--- src/rtl/sram_like_if.sv ---
// sram_like_if
//   The initiator-side bus of the SRAM-like slave: the request channel
//   (req/wr/size/addr/wdata) and the response channel
//   (addr_ok/data_ok/rdata).
//
//   Modports:
//     master  drives the request, observes the handshake and the response
//     slave   observes the request, drives the handshake and the response
interface sram_like_if;
    logic        req;
    logic        wr;
    logic [1:0]  size;
    logic [31:0] addr;
    logic [31:0] wdata;
    logic        addr_ok;
    logic        data_ok;
    logic [31:0] rdata;

    modport master (
        output req, wr, size, addr, wdata,
        input  addr_ok, data_ok, rdata
    );

    modport slave (
        input  req, wr, size, addr, wdata,
        output addr_ok, data_ok, rdata
    );
endinterface

--- src/rtl/sram_like_slave.sv ---
// sram_like_slave
//   Bridges a pipelined SRAM-like initiator bus onto a synchronous
//   single-port SRAM. The SRAM returns read data one cycle after its enable.
//   Up to DEPTH requests may be outstanding. Responses return in order, each
//   no earlier than 1+WAIT cycles after its request was accepted.
//
//   Parameters:
//     DEPTH  max outstanding requests (power of 2, 2..8)
//     WAIT   extra response latency in cycles (0..7)
//
//   Ports:
//     clk          clock, all state updates on posedge
//     rst          synchronous active-high reset
//     i_bus        sram_like_if.slave: req/wr/size/addr/wdata in,
//                  addr_ok/data_ok/rdata out
//     o_ram_en     SRAM enable, high only in the cycle a request is accepted
//     o_ram_wen    SRAM byte write enables
//     o_ram_addr   word-aligned SRAM address
//     o_ram_wdata  SRAM write data
//     i_ram_rdata  SRAM read data, valid the cycle after o_ram_en
//
//   Build option:
//     SRAM_SLAVE_STALL_EN  when defined, an 8-bit LFSR randomly withholds
//                          addr_ok to exercise initiator back-pressure
module sram_like_slave #(
    parameter int DEPTH = 4,
    parameter int WAIT  = 0
) (
    input  logic        clk,
    input  logic        rst,
    sram_like_if.slave  i_bus,
    output logic        o_ram_en,
    output logic [3:0]  o_ram_wen,
    output logic [31:0] o_ram_addr,
    output logic [31:0] o_ram_wdata,
    input  logic [31:0] i_ram_rdata
);
    localparam int PW = (DEPTH > 1) ? $clog2(DEPTH) : 1;
    localparam int CW = PW + 1;
    localparam logic [CW-1:0] DEPTH_C = CW'(DEPTH);
    // An entry's age is 1 in its first cycle in the FIFO. It becomes
    // eligible for response once its age reaches WAIT+1, and it stops there.
    localparam logic [3:0]    AGE_RDY = 4'(WAIT + 1);

    logic [CW-1:0] r_count;
    logic [PW-1:0] r_wr_ptr;
    logic [PW-1:0] r_rd_ptr;
    logic [3:0]    r_age   [DEPTH];
    logic          r_is_wr [DEPTH];
    logic [31:0]   r_data  [DEPTH];
    // Slot of the read accepted last cycle, whose SRAM data is on i_ram_rdata now.
    logic          r_cap_vld;
    logic [PW-1:0] r_cap_ptr;

    logic          w_stall;
    logic          w_addr_ok;
    logic          w_accept;
    logic          w_pop;
    logic          w_bypass;
    logic [3:0]    w_lane;
    logic [31:0]   w_rdata;

`ifdef SRAM_SLAVE_STALL_EN
    logic [7:0] r_lfsr;

    // Fibonacci LFSR, taps 8,6,5,4.
    always_ff @(posedge clk) begin
        if (rst) begin
            r_lfsr <= 8'hA5;
        end else begin
            r_lfsr <= {r_lfsr[6:0], r_lfsr[7] ^ r_lfsr[5] ^ r_lfsr[4] ^ r_lfsr[3]};
        end
    end

    assign w_stall = r_lfsr[0];
`else
    assign w_stall = 1'b0;
`endif

    // The registered count is used here, so a pop in this cycle does not free a slot until the next cycle.
    assign w_addr_ok = !rst && (r_count < DEPTH_C) && !w_stall;
    assign w_accept  = i_bus.req && w_addr_ok;
    assign w_pop     = !rst && (r_count != '0) && (r_age[r_rd_ptr] == AGE_RDY);
    // The head was accepted last cycle, so its read data has not been stored yet.
    assign w_bypass  = r_cap_vld && (r_cap_ptr == r_rd_ptr);

    always_comb begin
        case (i_bus.size)
            2'd0:    w_lane = 4'b0001 << i_bus.addr[1:0];
            2'd1:    w_lane = 4'b0011 << {i_bus.addr[1], 1'b0};
            default: w_lane = 4'b1111;
        endcase
    end

    always_comb begin
        w_rdata = 32'h0;
        if (w_pop && !r_is_wr[r_rd_ptr]) begin
            w_rdata = w_bypass ? i_ram_rdata : r_data[r_rd_ptr];
        end
    end

    assign o_ram_en    = w_accept;
    assign o_ram_wen   = (w_accept && i_bus.wr) ? w_lane : 4'b0000;
    assign o_ram_addr  = {i_bus.addr[31:2], 2'b00};
    assign o_ram_wdata = i_bus.wdata;

    assign i_bus.addr_ok = w_addr_ok;
    assign i_bus.data_ok = w_pop;
    assign i_bus.rdata   = w_rdata;

    always_ff @(posedge clk) begin
        if (rst) begin
            r_count   <= '0;
            r_wr_ptr  <= '0;
            r_rd_ptr  <= '0;
            r_cap_vld <= 1'b0;
            r_cap_ptr <= '0;
            for (int i = 0; i < DEPTH; i++) begin
                r_age[i] <= 4'd0;
            end
        end else begin
            if (w_accept) begin
                r_wr_ptr <= r_wr_ptr + PW'(1);
            end
            if (w_pop) begin
                r_rd_ptr <= r_rd_ptr + PW'(1);
            end
            if (w_accept && !w_pop) begin
                r_count <= r_count + CW'(1);
            end else if (!w_accept && w_pop) begin
                r_count <= r_count - CW'(1);
            end
            r_cap_vld <= w_accept && !i_bus.wr;
            r_cap_ptr <= r_wr_ptr;
            for (int i = 0; i < DEPTH; i++) begin
                if (w_accept && (r_wr_ptr == PW'(i))) begin
                    r_age[i] <= 4'd1;
                end else if (r_age[i] != AGE_RDY) begin
                    r_age[i] <= r_age[i] + 4'd1;
                end
            end
        end
    end

    // The payload needs no reset, because a slot is only read after it has been pushed.
    always_ff @(posedge clk) begin
        if (w_accept) begin
            r_is_wr[r_wr_ptr] <= i_bus.wr;
        end
        if (r_cap_vld) begin
            r_data[r_cap_ptr] <= i_ram_rdata;
        end
    end
endmodule

--- src/flat_wrapper.sv ---
// flat-port wrapper written by rule: the top's interface ports become plain ports
module sram_like_slave_flat 
#(
    parameter int DEPTH = 4,
    parameter int WAIT  = 0
)
  (clk, rst, o_ram_en, o_ram_wen, o_ram_addr, o_ram_wdata, i_ram_rdata, i_bus_req, i_bus_wr, i_bus_size, i_bus_addr, i_bus_wdata, i_bus_addr_ok, i_bus_data_ok, i_bus_rdata);
  sram_like_if i_bus_i ();
  input  logic clk;
  input  logic rst;
  output logic o_ram_en;
  output logic [3:0] o_ram_wen;
  output logic [31:0] o_ram_addr;
  output logic [31:0] o_ram_wdata;
  input  logic [31:0] i_ram_rdata;
  input wire logic [$bits(i_bus_i.req)-1:0] i_bus_req;
  input wire logic [$bits(i_bus_i.wr)-1:0] i_bus_wr;
  input wire logic [$bits(i_bus_i.size)-1:0] i_bus_size;
  input wire logic [$bits(i_bus_i.addr)-1:0] i_bus_addr;
  input wire logic [$bits(i_bus_i.wdata)-1:0] i_bus_wdata;
  output wire logic [$bits(i_bus_i.addr_ok)-1:0] i_bus_addr_ok;
  output wire logic [$bits(i_bus_i.data_ok)-1:0] i_bus_data_ok;
  output wire logic [$bits(i_bus_i.rdata)-1:0] i_bus_rdata;
  assign i_bus_i.req = i_bus_req;
  assign i_bus_i.wr = i_bus_wr;
  assign i_bus_i.size = i_bus_size;
  assign i_bus_i.addr = i_bus_addr;
  assign i_bus_i.wdata = i_bus_wdata;
  assign i_bus_addr_ok = i_bus_i.addr_ok;
  assign i_bus_data_ok = i_bus_i.data_ok;
  assign i_bus_rdata = i_bus_i.rdata;
  sram_like_slave #(.DEPTH(DEPTH), .WAIT(WAIT)) u_core (.clk(clk), .rst(rst), .i_bus(i_bus_i), .o_ram_en(o_ram_en), .o_ram_wen(o_ram_wen), .o_ram_addr(o_ram_addr), .o_ram_wdata(o_ram_wdata), .i_ram_rdata(i_ram_rdata));
endmodule
--- config.mk ---
export PLATFORM = sky130hd
export DESIGN_NAME = sram_like_slave_flat
export DESIGN_NICKNAME = d
export VERILOG_FILES = /design/src/rtl/sram_like_if.sv /design/src/rtl/sram_like_slave.sv /design/src/flat_wrapper.sv
export SDC_FILE = /design/constraint.sdc
export NUM_CORES = 1
export LEC_CHECK = 0
export BUFFER_PORTS_ARGS = -buffer_cell sky130_fd_sc_hd__buf_4
export CAP_MARGIN = 20
export CORE_MARGIN = 2
export CORE_UTILIZATION = 36
export CTS_BUF_LIST = sky130_fd_sc_hd__clkbuf_4
export DETAILED_ROUTE_END_ITERATION = 6
export PLACE_DENSITY = 0.69
export SLEW_MARGIN = 20
export SYNTH_ARGS = -nofsm -noshare
export SYNTH_HDL_FRONTEND = slang
export SYNTH_SLANG_ARGS = --single-unit
--- constraint.sdc ---
create_clock -name clk -period 6.4 [get_ports clk]
set_clock_uncertainty 0.15 [all_clocks]
set_input_delay 1.28 -clock clk [delete_from_list [all_inputs] [get_ports clk]]
set_output_delay 1.28 -clock clk [all_outputs]
set_load 0.02 [all_outputs]
== Word-level counts from Yosys, hierarchy flattened ==
Memory sizes are Yosys's and may differ from the RTL's. A register that Yosys moved wholly into a read port is not among the register bits.
Index checks and enable logic that the tools add are counted.

* Memories: 3
* Word-level logic and storage cells: 114
* Memory bits (writable): 148
* Flip-flop bits (word level): 10
* Bits of input ports: 102
* Output and inout port bits: 103

* Eq/ne operators: 10
* Reduce and logical (&&, ||, !) cells: 23
* Add/sub/neg operators: 8
* Shift operators: 2
* Multiplexer cells: 54
* Bitwise operators: 8
* Order comparisons: 1

{| class="wikitable"
|+ Memory list
! name !! depth !! bits a word !! rd ports !! clocked after memory_dff !! write ports !! line !! RTL
|-
| u_core.r_data || 4 || 32 || 1 || 1 || 1 || sram_like_slave.sv:50 || <nowiki>logic [31:0] r_data [DEPTH];</nowiki>
|-
| u_core.r_age || 4 || 4 || 5 || 1 || 4 || sram_like_slave.sv:48 || <nowiki>logic [3:0] r_age [DEPTH];</nowiki>
|-
| u_core.r_is_wr || 4 || 1 || 1 || 1 || 1 || sram_like_slave.sv:49 || <nowiki>logic r_is_wr [DEPTH];</nowiki>
|}

{| class="wikitable"
|+ Operator list
! cell !! number
|-
| 32-bit 2-to-1 mux || 2
|-
| 4-bit 2-to-1 mux || 9
|-
| 1-bit 2-to-1 mux || 34
|-
| 4-bit by 1-bit adder with 4-bit output, second input constant || 4
|-
| 4-bit by 1-bit != test with 1-bit output, second input constant || 4
|-
| 1-bit logical AND || 14
|-
| 2-bit 2-to-1 mux || 6
|-
| 1-bit bitwise OR || 8
|-
| 4-bit one-hot mux with 2 select lines || 1
|-
| 3-bit 2-to-1 mux || 2
|-
| 1-bit zero test || 5
|-
| 2-bit by 1-bit adder with 2-bit output, second input constant || 2
|-
| 2-bit by 1-bit equality test with 1-bit output, second input constant || 2
|-
| 2-bit equality test, second input constant || 2
|-
| 4-bit by 1-bit equality test with 1-bit output, second input constant || 1
|-
| 2-bit zero test || 2
|-
| 1-bit by 2-bit left shift with 4-bit output, first input constant || 1
|-
| 2-bit by 2-bit left shift with 4-bit output, first input constant || 1
|-
| 3-bit by 1-bit adder with 3-bit output, second input constant || 1
|-
| 3-bit < comparator, second input constant || 1
|-
| 3-bit nonzero test || 1
|-
| 3-bit by 1-bit subtractor with 3-bit output, second input constant || 1
|-
| 2-bit equality test || 1
|-
| 2-bit nonzero test || 1
|}

== Depth between registers and ports, before layout ==
Gate-level depths: netlist of the first run.

* Word-level depth: 9
* Gate-level depth with buffers: 10
* Depth with buffers taken out: 9

== Worst setup path after synthesis of the first run ==
Ideal clock, no wire load.

* Kind: in2out
* Start point: input rst
* End point: output o_ram_wen[0]
* Path buffers: 1
* Path slack: 2315 ps
* Required time: 4970 ps
* Stages: 4
* Arrival time: 2655 ps
* Path through: clkbuf_1 nor3b_2 nand2_1 a21oi_1

* Word-level cells in the longest chain between the ends: 5

{| class="wikitable"
|+ Ends and longest elaborated chain
! what !! line !! RTL
|-
| start: declaration || flat_wrapper.sv:10 || <nowiki>input logic rst;</nowiki>
|-
| 1-bit zero test || sram_like_slave.sv:81 || <nowiki>assign w_addr_ok = !rst && (r_count < DEPTH_C) && !w_stall;</nowiki>
|-
| 1-bit logical AND || sram_like_slave.sv:81 ||
|-
| 1-bit logical AND || sram_like_slave.sv:82 || <nowiki>assign w_accept = i_bus.req && w_addr_ok;</nowiki>
|-
| net o_ram_en || flat_wrapper.sv:11 || <nowiki>output logic o_ram_en;</nowiki>
|-
| 1-bit logical AND || sram_like_slave.sv:103 || <nowiki>assign o_ram_wen = (w_accept && i_bus.wr) ? w_lane : 4'b0000;</nowiki>
|-
| 4-bit 2-to-1 mux || sram_like_slave.sv:103 ||
|-
| end: declaration || flat_wrapper.sv:12 || <nowiki>output logic [3:0] o_ram_wen;</nowiki>
|}

The timed path passes the listed nets, and every way through them passes these cells.

==> summary.md, run 1 <==
| Metric | Value |
|---|---|
| CP Class | `reg -> out` |
| Fin. Hold Viols | `0` |
| CTS HTree Levels | `4` |
| Total number of vias | `4060` |
| CTS Hold Bufs | `0` |
| Site Rows | `53` |
| Leak Pwr | `about 2.9 nW` |
| Routed len/inst | `around 18 µm` |
| Slew headroom | `a little over two fifths` |
| Global-route wire length before repair | `between 20 and 25 mm` |
| Synth warn | `0` |
| Layout net count | `about 640` |
| Detailed-placement wirelength estimate | `9.299 mm` |
| Post-Synth XOR/XNOR Area | `under 10%` |
| Fin. max-slew vios | `0` |
| CTS tree | `done` |
| Vias in the first global route | `roughly 4200` |
| Syn-to-layout area delta | `8.166%` |
| Post-synthesis mux area share | `a little under an eighth` |
| Setup crit start kind | `flop` |
| Crit path DAT | `3020 ps` |
| Max-Cap Viols | `0` |
| Placed Cells | `around 800` |
| RSZ-0062 raised after global routing | `no` |
| Gr ovfl total | `0` |
| Pwr per Cell Area | `roughly 290 nW/µm²` |
| Postcts setup bufs | `0` |
| Largest family of logic cells by synthesized area | `multiplexers` |
| Clock Latency Late Sink | `roughly 540 ps` |
| Tot GR Track Use | `a little over an eighth` |
| Die width | `between 100 and 150 µm` |
| Initial DRC count | `261` |
| Status | `completed` |
| # IOs | `between 200 and 250` |
| Post-Layout Cell Count | `814` |
| Layout cell share with drive strength beyond 1 | `around a third` |
| CTS Root Cell | `clkbuf_4` |
| Largest net degree at the start of global routing | `36` |
| Seq/Total Area, Yosys | `about three fifths` |
| Cell count of the worst hold path | `1` |
| Post-synth top flop | `edfxtp_1` |
| Initial core utilization | `about 36%` |
| Post-CTS resize count | `0` |
| Core box area | `20890 µm²` |
| Residual DRC | `0` |
| Minimum clock period | `around 4400 ps` |
| Final GP Congestion | `around 0.74` |
| Ys async rst share | `0%` |
| Clock slew at reported path FFs | `approximately 130 ps` |
| Cell area after synthesis | `roughly 7600 µm²` |
| Simple-Gate Fraction of Synth Area | `~7.5%` |
| Detailed-router iteration count before antenna repair | `5` |
| # port buffers | `between 70 and 80` |
| Via density | `~5` |
| Max VDD drop | `approximately 0.15 mV` |
| CTS Buf Count | `17` |
| Clock sinks | `160` |
| #FFs+latches synth | `160` |
| Post-route ant nets | `0` |
| Worst-path fanout max | `35` |
| Avg Cell Area, Syn | `~15 µm²` |
| Actual slew at the worst max-slew pin | `a little under 900 ps` |
| FF-to-FF setup slack | `between 2000 and 3000 ps` |
| Mapped Cells | `505` |
| Hold_ws | `roughly 380 ps` |
| Number of synthesized flops with an enable pin | `148` |
| Reg2reg end | `u_core.r_count[2]` |
| CP Capture Type | `output pin` |
| Setup TNS Final | `0 ps` |
| Final period util | `between 60 and 70%` |
| Final wirelength | `between 10 and 15 mm` |
| Hold_sp | `u_core.r_rd_ptr[1]` |
| Setup Viol. Count Final | `0` |
| Worst EP required | `approximately 5000 ps` |
| Worst min path class | `reg -> reg` |
| Clk buf depth | `2` |
| Cells on worst reg2reg path | `9` |
| Die height | `approximately 150 µm` |
| FMAX | `around 0.22 GHz` |
| Synth Area in Compound Gates | `between 5 and 6%` |
| Die area | `around 22000 µm²` |
| Unique cell type count in the Yosys netlist | `43` |
| Adder-Cell Fraction of Synth Area | `under 10%` |
| Initial antenna violation count | `1` |
[metrics by stage]
step	power [mW]	utilization (%)	worst slack [ps]	area, µm²
after floorplan	1.810	-	2315	7604
after CTS	2.413	39.08	1841	8163
after detailed placement	1.922	37.98	2275	7933
final	2.385	39.35	1954	8220
after global placement	1.886	37.98	2310	7933
after global routing	2.529	39.35	1692	8220
[layer usage]
metal / GRT usage, % / wire [µm] / vias up
met3: 4.098 / 957 / 43
met4: 5.381 / 312 / 0
met2: 21.98 / 7230 / 138
li1: - / - / 1851
met1: 16.65 / 6010 / 2028
met5: 0 / 0 / -
[power by group]
part	switching [mW]	leakage (nW)	internal [mW]
Sequential	0.0863	1.48	1.24
Clock	0.339	0.114	0.154
Combinational	0.316	1.29	0.246
[worst max path at each step]
stage / end / slack [ps] / depth (start not counted)
3_5_place_dp: i_bus_rdata[31] / 2270 / 6
3_3_place_gp: i_bus_rdata[16] / 2310 / 6
5_1_grt: i_bus_rdata[31] / 1690 / 6
2_1_floorplan: o_ram_wen[0] / 2310 / 4
4_1_cts: i_bus_rdata[31] / 1840 / 6
6_report: i_bus_rdata[31] / 1950 / 6
[cells in the final DEF, fill, tap and decap left out, drive strengths merged, types with 3 or more instances in the layout]
master	instances
xnor2	8
xor2	5
ha	13
nor2	19
nor3	7
inv	15
clkinv	7
buf	84
nor3b	3
mux2i	4
clkbuf	18
and2	5
nand2b	4
mux4	33
clkinvlp	6
a21oi	41
dfxtp	12
nand3	6
nand2	73
edfxtp	148
a21o	3
[worst max-delay path, cell delays in order (launching register included)]
cell,delay (ps)
dfxtp_2,910
inv_1,210
a41o_1,310
o2111ai_4,190
buf_4,530
a21oi_1,120
buf_4,190
[cells in the mapped netlist (3+ instances only)]
cell	number	area, µm²
ha_1	13	162.7
buf_6	4	45.04
mux2i_1	4	40.04
buf_4	64	480.5
a21oi_2	30	262.8
mux4_1	22	578.1
xnor2_1	8	70.07
buf_2	3	15.01
nor2_1	19	71.32
a21o_1	3	22.52
nand3_1	6	30.03
a21oi_1	11	55.05
clkbuf_1	6	22.52
nand2_1	73	274.0
nand2b_1	4	25.02
inv_1	14	52.55
dfxtp_1	12	240.2
and2_1	5	31.28
nor3_1	7	35.03
clkbuf_8	7	96.34
xor2_1	5	43.79
mux4_2	11	247.7
edfxtp_1	148	4444
[sequential cells by signal (all words and copies together), names as in the netlist, named ones only]
| register | count |
|---|---|
| u_core.r_data | 128 |
| u_core.r_age | 16 |
| u_core.r_is_wr | 4 |
| u_core.r_count | 3 |
| u_core.r_cap_ptr | 2 |
| u_core.r_rd_ptr | 2 |
| u_core.r_wr_ptr | 2 |
| u_core.r_cap_vld | 1 |
[kinds of logic (layout without fill, tap and decap cells)]
kind of cell | Yosys count | after routing
simple gates | 127 | 127
other cells | 1 | 3
flops | 160 | 160
fa+ha+maj | 14 | 14
xor+xnor | 13 | 13
buf+inv | 98 | 130
compound gates | 54 | 54
mux | 38 | 38
[area by class of cell]
class	instances	area, µm²
fill	1942	12670
sequential	160	4687
multi-input combinational	248	2233
timing repair buffer	84	670.6
tap	275	344.1
clock buffer	18	135.1
clock inverter	14	95.09
inverter	14	52.55
antenna	1	2.502
No activity file was read; power rests on OpenSTA's default activity.
==> run 2, diff against run 1 <==
Clock period 6.4 ns to 4.6 ns, I/O delays scaled along.
==> run 2 against run 1 <==
Against the previous run:
- sequential power is 38% higher
- clock power grew 38%
- sequential share of layout area up 0.22 points
- final cell count fell by 0.37%
- sequential cell count unchanged
- largest power group unchanged
- die area is the same
- power grew 39%
- final area down 0.38%
- combinational power grew 42%
==> summary.md, run 2 (synthesized netlist as in run 1, its figures left out) <==
| Metric | Value |
|---|---|
| Die height | `149.3 µm` |
| FMAX | `about 0.23 GHz` |
| Post-route ant nets | `0` |
| Detailed-router iteration count before antenna repair | `4` |
| Share of total power in sequential cells | `a little under three fifths` |
| Commonest non-fill, non-tap cell in the layout | `edfxtp_1` |
| Residual DRC | `0` |
| Max VDD drop | `~0.3 mV` |
| Crit path DAT | `between 3000 and 4000 ps` |
| Slew headroom | `about a third` |
| Die width | `149.3 µm` |
| # port buffers | `between 70 and 80` |
| Max reg flops | `128` |
| # IOs | `about 210` |
| DP Area | `around 7900 µm²` |
| Leak Pwr | `approximately 2.9 nW` |
| Final GP Congestion | `0.7300` |
| CP startpoint | `u_core.r_age[1][1]` |
| CTS Hold Bufs | `0` |
| Post-Layout Cell Count | `between 800 and 900` |
| Reg with most FFs | `u_core.r_data` |
| Initial antenna violation count | `0` |
| Vias in the first global route | `a little over 4000` |
| Core box area | `20890 µm²` |
| Initial core utilization | `a little over a third` |
| CTS Buf Count | `17` |
| Die area | `~22000 µm²` |
| Clock Latency Late Sink | `roughly 530 ps` |
| Int Power | `2.283 mW` |
| Fin. max-slew vios | `0` |
| CTS Root Cell | `clkbuf_4` |
| Largest registers | `u_core.r_data: 128 flops, u_core.r_age: 16 flops, u_core.r_is_wr: 4 flops` |
| Detailed-placement wirelength estimate | `about 9.5 mm` |
| Fin. Hold Viols | `0` |
| Worst-path fanout max | `20` |
| Dpl ws | `roughly 800 ps` |
| Placed Cells | `roughly 800` |
| Final period util | `94.14%` |
| CP Capture Type | `output pin` |
| Max-Cap Viols | `0` |
| Postcts setup bufs | `0` |
| Pwr per Cell Area | `405.2 nW/µm²` |
| Status | `completed` |
| Actual slew at the worst max-slew pin | `roughly 1000 ps` |
| Hold_sp | `u_core.r_rd_ptr[1]` |
| Comb pwr share | `24.0%` |
| CTS HTree Levels | `4` |
| Worst EP required | `between 3000 and 4000 ps` |
| Layout net count | `between 600 and 700` |
| Gr ovfl total | `0` |
| Routed len/inst | `around 18 µm` |
| Clock slew at reported path FFs | `120 ps` |
| Tot GR Track Use | `about an eighth` |
| Site Rows | `53` |
| Worst min path class | `reg -> reg` |
| Post-CTS resize count | `0` |
| Ant diodes | `0` |
| Layout cell share with drive strength beyond 1 | `a little under a third` |
| Global-route wire length before repair | `between 20 and 25 mm` |
| Final wirelength | `roughly 14 mm` |
| Final worst slack | `about 270 ps` |
| Commonest non-fill, non-tap cells in the layout | `edfxtp_1, buf_4, nand2_1, a21oi_2, mux4_1` |
| Clock sinks | `160` |
| Largest net degree at the start of global routing | `35` |
| Clock share of power | `20.5%` |
| RSZ-0062 raised after global routing | `no` |
| Clk buf depth | `2` |
| Total number of vias | `3982` |
| CTS tree | `done` |
| Design area | `a little over 8000 µm²` |
| Syn-to-layout area delta | `7.754%` |
| Minimum clock period | `roughly 4300 ps` |
| Setup crit start kind | `flop` |
| Initial DRC count | `~200` |
| Switching share of power | `between 30% and 40%` |
| Setup TNS Final | `0 ps` |
| Switching Power | `about 1.0 mW` |
| Via density | `about 4.9` |
| CP Class | `reg -> out` |
| Setup Viol. Count Final | `0` |
[run 2: changes by cell type in the layout (fill, tap and decap cells not counted)]
cell / before / now
clkinvlp_4: 6 / 3
clkinv_2: 4 / 3
clkinv_4: 2 / 4
clkbuf_4: 18 / 17
diode_2: 1 / 0
inv_6: 1 / 2
buf_16: 2 / 1
buf_4: 82 / 83
[run 2: routing by layer]
layer | wire, µm | share of wire (%) | global-route usage, %
met4 | 323 | 2.3 | 5.429
met3 | 805 | 5.6 | 4.159
met2 | 7096 | 50 | 21.64
met5 | 0 | 0 | 0
met1 | 6091 | 43 | 16.07
[run 2: power by group through the flow]
| stage | Combinational (mW) | Clock (mW) | Sequential [mW] |
|---|---|---|---|
| final | 0.797 | 0.682 | 1.84 |
| after global routing | 0.872 | 0.774 | 1.85 |
| after CTS | 0.805 | 0.707 | 1.84 |
| after detailed placement | 0.800 | 0 | 1.87 |
| after global placement | 0.768 | 0 | 1.86 |
| after floorplan | 0.680 | 0 | 1.84 |
[run 2: final timing paths]
check / cells past startpoint / slack [ps] / endpoint
worst max-delay path: 6 / 270 / i_bus_rdata[0]
worst min register to register: 1 / 380 / flop
worst min-delay path: 1 / 380 / flop
worst max register to register: 9 / 1400 / u_core.r_count[2]
[run 2: area by class of cell]
cell class / count / area (µm²)
timing repair buffer: 84 / 650.6
clock inverter: 13 / 93.84
multi-input combinational: 248 / 2233
tap: 275 / 344.1
inverter: 14 / 52.55
fill: 1943 / 12700
clock buffer: 17 / 127.6
sequential: 160 / 4687
[run 2: per-stage QoR]
step | power, mW | hold WS (ps) | utilization, %
2_1_floorplan | 2.518 | 322.0 | -
3_5_place_dp | 2.674 | 361.2 | 38.01
4_1_cts | 3.352 | 376.3 | 39.07
5_1_grt | 3.499 | 356.3 | 39.20
3_3_place_gp | 2.626 | 362.4 | 38.01
6_report | 3.318 | 383.8 | 39.20
[run 2: critical path, cell delays in order (launching register included)]
cell and delay [ps]:
edfxtp_1 460, or4b_4 570, a311oi_4 410, o2111ai_4 570, buf_4 420, a21oi_1 140, buf_4 160
